$ cat config.mk
export PLATFORM = sky130hd
export DESIGN_NAME = tinst_sched
export DESIGN_NICKNAME = d
export VERILOG_FILES = /design/src/rtl/tinst_sched.sv
export SDC_FILE = /design/constraint.sdc
export NUM_CORES = 1
export LEC_CHECK = 0
export ABC_AREA = 1
export ABC_CLOCK_PERIOD_IN_PS = 10900
export CAP_MARGIN = 20
export CORE_UTILIZATION = 33
export CTS_CLUSTER_SIZE = 28
export DETAILED_ROUTE_END_ITERATION = 12
export GPL_ROUTABILITY_DRIVEN = 0
export GPL_TIMING_DRIVEN = 0
export PLACE_DENSITY = 0.6
export SYNTH_ARGS = -nofsm -noshare
export SYNTH_HDL_FRONTEND = slang
export SYNTH_SLANG_ARGS = --single-unit
$ cat constraint.sdc
create_clock -name clk -period 10.9 [get_ports clk]
set_input_delay 1.09 -clock clk [delete_from_list [all_inputs] [get_ports clk]]
set_output_delay 1.09 -clock clk [all_outputs]
set_load 0.02 [all_outputs]
$ cat src/rtl/tinst_sched.sv
// Tensor-instruction scheduler: in-order queue of PRELOADA/PRELOADC/TMMA with A-tile-store hazard gating.
// Optional TINST_SCHED_PERF_EN adds a saturating hazard-stall counter output (stall_cnt_o).

`ifndef TINST_TYPE_TMMA
`define TINST_TYPE_TMMA 0
`endif
`ifndef TINST_TYPE_PRELOADA
`define TINST_TYPE_PRELOADA 1
`endif
`ifndef TINST_TYPE_PRELOADC
`define TINST_TYPE_PRELOADC 2
`endif

module tinst_sched #(
    parameter int DEPTH      = 4,
    parameter int ADDR_WIDTH = 64,
    parameter int TYPE_WIDTH = 2,
    parameter int PREC_WIDTH = 1
) (
    input  logic                  clk,
    input  logic                  rst_n,
    input  logic                  in_valid_i,
    output logic                  in_ready_o,
    input  logic [TYPE_WIDTH-1:0] in_type_i,
    input  logic [ADDR_WIDTH-1:0] in_addr0_i,
    input  logic [ADDR_WIDTH-1:0] in_addr1_i,
    input  logic [PREC_WIDTH-1:0] in_precision_i,
    input  logic                  in_acc_i,
    input  logic                  flush_i,
    output logic                  issue_tinst_valid_o,
    input  logic                  issue_tinst_ready_i,
    output logic [TYPE_WIDTH-1:0] issue_tinst_type_o,
    output logic [ADDR_WIDTH-1:0] issue_tinst_addr0_o,
    output logic [ADDR_WIDTH-1:0] issue_tinst_addr1_o,
    output logic [PREC_WIDTH-1:0] issue_tinst_precision_o,
    output logic                  issue_tinst_acc_o,
    output logic [1:0]            a_cnt_o,
    output logic                  err_o
`ifdef TINST_SCHED_PERF_EN
    ,
    output logic [31:0]           stall_cnt_o
`endif
);
    localparam int PW = $clog2(DEPTH);
    localparam logic [TYPE_WIDTH-1:0] T_TMMA = TYPE_WIDTH'(`TINST_TYPE_TMMA);
    localparam logic [TYPE_WIDTH-1:0] T_PA   = TYPE_WIDTH'(`TINST_TYPE_PRELOADA);
    localparam logic [TYPE_WIDTH-1:0] T_PC   = TYPE_WIDTH'(`TINST_TYPE_PRELOADC);

    typedef struct packed {
        logic [TYPE_WIDTH-1:0] typ;
        logic [ADDR_WIDTH-1:0] addr0;
        logic [ADDR_WIDTH-1:0] addr1;
        logic [PREC_WIDTH-1:0] prec;
        logic                  acc;
    } entry_t;

    entry_t      mem [DEPTH];
    entry_t      head;
    entry_t      in_entry;
    logic [PW:0] wr_ptr, rd_ptr;
    logic [1:0]  a_cnt;
    logic        full, empty, blocked, legal, push, pop;

    assign full  = (wr_ptr[PW] != rd_ptr[PW]) && (wr_ptr[PW-1:0] == rd_ptr[PW-1:0]);
    assign empty = (wr_ptr == rd_ptr);
    assign head  = mem[rd_ptr[PW-1:0]];
    assign legal = (in_type_i == T_TMMA) || (in_type_i == T_PA) || (in_type_i == T_PC);

    // A-store hazard: no room for another A tile, or no A tile to consume
    assign blocked = ((head.typ == T_PA) && (a_cnt == 2'd2)) ||
                     ((head.typ == T_TMMA) && (a_cnt == 2'd0));

    assign in_ready_o          = !full && !flush_i;
    assign issue_tinst_valid_o = !empty && !blocked && !flush_i;
    assign push                = in_valid_i && in_ready_o;
    assign pop                 = issue_tinst_valid_o && issue_tinst_ready_i;

    assign in_entry = '{typ: in_type_i, addr0: in_addr0_i, addr1: in_addr1_i,
                        prec: in_precision_i, acc: in_acc_i};

    assign issue_tinst_type_o      = head.typ;
    assign issue_tinst_addr0_o     = head.addr0;
    assign issue_tinst_addr1_o     = head.addr1;
    assign issue_tinst_precision_o = head.prec;
    assign issue_tinst_acc_o       = head.acc;
    assign a_cnt_o                 = a_cnt;

    // Payload storage carries no reset; only the pointers define validity
    always_ff @(posedge clk) begin
        if (push && legal)
            mem[wr_ptr[PW-1:0]] <= in_entry;
    end

    always_ff @(posedge clk or negedge rst_n) begin
        if (!rst_n) begin
            wr_ptr <= '0;
            rd_ptr <= '0;
            a_cnt  <= 2'd0;
            err_o  <= 1'b0;
        end else begin
            if (flush_i) begin
                rd_ptr <= wr_ptr;
            end else begin
                if (push && legal) wr_ptr <= wr_ptr + 1'b1;
                if (pop)           rd_ptr <= rd_ptr + 1'b1;
            end
            // Flush leaves a_cnt alone: the A buffers still hold their tiles
            if (pop) begin
                if (head.typ == T_PA)        a_cnt <= a_cnt + 2'd1;
                else if (head.typ == T_TMMA) a_cnt <= a_cnt - 2'd1;
            end
            if (push && !legal) err_o <= 1'b1;
        end
    end

`ifdef TINST_SCHED_PERF_EN
    always_ff @(posedge clk or negedge rst_n) begin
        if (!rst_n)
            stall_cnt_o <= '0;
        else if (!empty && blocked && (stall_cnt_o != 32'hFFFF_FFFF))
            stall_cnt_o <= stall_cnt_o + 32'd1;
    end
`endif

endmodule
==> metrics.yaml <==
worstMarginPinSlew_ps: 925
first_pass_iters: 5
placement.io_buffers: 273
final.hold.worst_slack_ps: 519
postSynth.topFlopCell: "sky130_fd_sc_hd__edfxtp_1"
number_of_buffers_between_clock_root_and_the_deepest_sink: 3
detailroute.via_count: 12600
starting_density_of_the_core_pct: 33.4
critPathBufInv: 5
dieHeight_um: 249
clock_power_share_pct: 24.2
setup.worst_path.start_class: "flip-flop"
cts-hold-fix-buffers: 0
global_route.usage.total_pct: 16.8
cpPeakStageDelay_ps: 730
via_count_of_the_first_global_routing_pass: 12700
setup_repair_after_global_routing_missed_its_margin: "false"
layout.area.seq_um2: 16100
setup.worst_path.class: "reg2out"
irDropWorstVdd_uv: 154
cts_setup_buffers: 0
worst-path-max-fanout: 10
relSlewSlack_pct: 38.2
grt_pass1_wl_um: 78700
postSynthRegisterBits: 537
global_route.overflow_total: 0
vias_per_cell: 4.95
htreeDepth: 2
final_layout_size_suffix_gt1_share_pct: 8.60
crit_slowest_cell: "sky130_fd_sc_hd__clkdlybuf4s50_1"
synth.cell_area_um2: 20200
rows: 90
share_comb_of_total_power_pct: 40.1
drc_errors: 0
crit_chain: "buf_4, inv_2, buf_4, clkbuf_1, o21ai_0, o22ai_1, clkdlybuf4s50_1"
power.share.switching_pct: 36.3
layout-area-overhead-vs-synth_pct: 29.0
stdcell_area_um2: 26000
fin_tns_setup_ps: 0
maximum_capacitance_violations: 0
cellPowerDensity_nw_per_um2: 270
crit_arrival_ps: 3310
run_status: "finished, final reports clean"
design.die.area_um2: 62100
1st_iter_drt_viols: 881
asyncSetResetFlopFracSynth_pct: 1.68
timing.final.hold_violations: 0
final_core_utilization_pct: 43.1
slew_violations: 0
wl_per_cell_um: 20.9
pin_count_of_the_biggest_net_entering_global_routing: 28
leakage_power_figure_nw: 8.46
final.min_clock_period_ps: 4400
ys_seq_area_share_pct: 79.7
power.internal_mw: 4.48
postSynthCellCount: 1373
post_cts_resized: 0
die_x_um: 249
finalNetCount: 1868
antenna_cells: 0
ctsRootBufferMaster: "sky130_fd_sc_hd__clkbuf_16"
pwr-share-seq_pct: 35.6
core_area_um2: 60400
synth_fp_nets: 1515
worstSkewPairLatency_ps: 590
max_clock_freq_ghz: 0.227
worstPathRequired_ps: 9810
switching_power_mw: 2.56
cts_sinks: 537
synthDistinctLibCells: 31
timing.critical_path.mode_cell: "sky130_fd_sc_hd__buf_4"
worstHoldPathType: "reg2reg"
number_of_synthesized_flops_with_an_enable_pin: 528
tritoncts: "done"
ys_warn_count: 0
tritoncts.num_buffers: 55
finalClockSkew_ps: 12.5
fillCellCount: 5424
route.final.wire_length_um: 53200
multiInputGateArea_um2: 3620
finalSetupViolCount: 0
num_io_pins: 274
detailedPlacementHpwl_um: 33700
syn_avg_cell_area_um2: 14.7
finalCritPeriodShare_pct: 40.3
cpLargestDelayFamily: "buffers and inverters"
placement_stage_cell_area_um2: 24400
kind_of_capture_point_of_the_worst_setup_path: "primary output"
antenna_violations_before_repair: 6
clk_transition_reported_paths_ps: 60
number_of_antenna_violating_nets_in_the_routed_design: 0
[placed cells by master (no fill, tap or decap), drive strengths merged, types with 2 or more instances in the layout]
| master | n |
|---|---|
| clkbuf | 124 |
| o21ai | 264 |
| nand3 | 14 |
| nor2 | 267 |
| bufinv | 2 |
| o22ai | 130 |
| nand2 | 41 |
| xor2 | 2 |
| dfrtp | 9 |
| xnor2 | 2 |
| edfxtp | 528 |
| clkinv | 28 |
| clkdlybuf4s50 | 273 |
| buf | 54 |
| inv | 19 |
| ha | 5 |
[area by class of cell]
| type | count | share of cell area, % |
|---|---|---|
| tap | 782 | 3.76 |
| multi-input combinational | 729 | 13.9 |
| clock buffer | 67 | 5.46 |
| sequential | 537 | 61.8 |
| clock inverter | 31 | 0.721 |
| buffer | 88 | 1.59 |
| timing repair buffer | 296 | 12.5 |
| inverter | 19 | 0.284 |
[stage by stage]
| stage | setup slack [ps] | std cells | power (mW) |
|---|---|---|---|
| CTS | 6350 | 2549 | 7.14 |
| global route | 6290 | 2549 | 7.38 |
| finish | 6500 | 2549 | 7.04 |
| detailed placement | 7040 | 2451 | 5.42 |
| global placement | -2740 | 2428 | 5.40 |
| floorplan | 3230 | 1373 | 4.04 |
[synth_stat cells, types with 7 or more instances]
master | count | area [um2]
sky130_fd_sc_hd__inv_1 | 14 | 52.6
sky130_fd_sc_hd__dfrtp_1 | 9 | 225
sky130_fd_sc_hd__nor2_1 | 265 | 995
sky130_fd_sc_hd__clkbuf_2 | 7 | 35.0
sky130_fd_sc_hd__edfxtp_1 | 528 | 15900
sky130_fd_sc_hd__buf_2 | 24 | 120
sky130_fd_sc_hd__clkbuf_1 | 50 | 188
sky130_fd_sc_hd__nand2_1 | 33 | 124
sky130_fd_sc_hd__o22ai_1 | 130 | 813
sky130_fd_sc_hd__nand3_1 | 7 | 35.0
sky130_fd_sc_hd__o21ai_0 | 263 | 1320
[logic make-up (layout without fill, tap and decap cells)]
family / Yosys count / count (layout) / share of synthesized area, %
adder cells (fa/ha/maj): 5 / 5 / 0.310
AND/OR/NAND/NOR: 323 / 323 / 6.69
buffers and inverters: 107 / 501 / 2.42
XOR/XNOR: 4 / 4 / 0.174
AO/OA/AOI/OAI: 397 / 397 / 10.7
flip-flops: 537 / 537 / 79.7
[layer usage]
layer / vias to the layer above / routed length [um] / track usage [%]
li1: 5875 / - / -
met1: 6261 / 22800 / 22.3
met2: 385 / 25700 / 27.6
met3: 78 / 3690 / 4.47
met4: 8 / 954 / 4.06
met5: - / 55 / 0
[path summary, 6_finish.rpt]
check	from	end	slack, ps	cells after the start
min in group asynchronous	rst_n	wr_ptr[1]	810	1
worst max register to register	rd_ptr[0]	mem[1][48]	8080	11
worst min register to register	err_o	err_o	520	1
worst min-delay path	err_o	err_o	520	1
max in group asynchronous	rst_n	wr_ptr[0]	9780	1
worst max-delay path	rd_ptr[1]	issue_tinst_addr0_o[46]	6500	7
[sequential cells by signal, indices dropped and copies added (netlist names)]
| signal | flops |
|---|---|
| wr_ptr | 3 |
| rd_ptr | 3 |
| err_o | 1 |
| mem | 528 |
| a_cnt_o | 2 |
[power by group through the flow]
| stage | logic (mW) | clock network [mW] | registers (mW) |
|---|---|---|---|
| final | 2.82 | 1.71 | 2.51 |
| after global routing | 3.04 | 1.82 | 2.52 |
| after CTS | 2.88 | 1.75 | 2.51 |
| after detailed placement | 2.87 | 0 | 2.55 |
| after global placement | 2.79 | 0 | 2.61 |
| after floorplan | 1.46 | 0 | 2.58 |
Power figures use the tool's default switching activity.
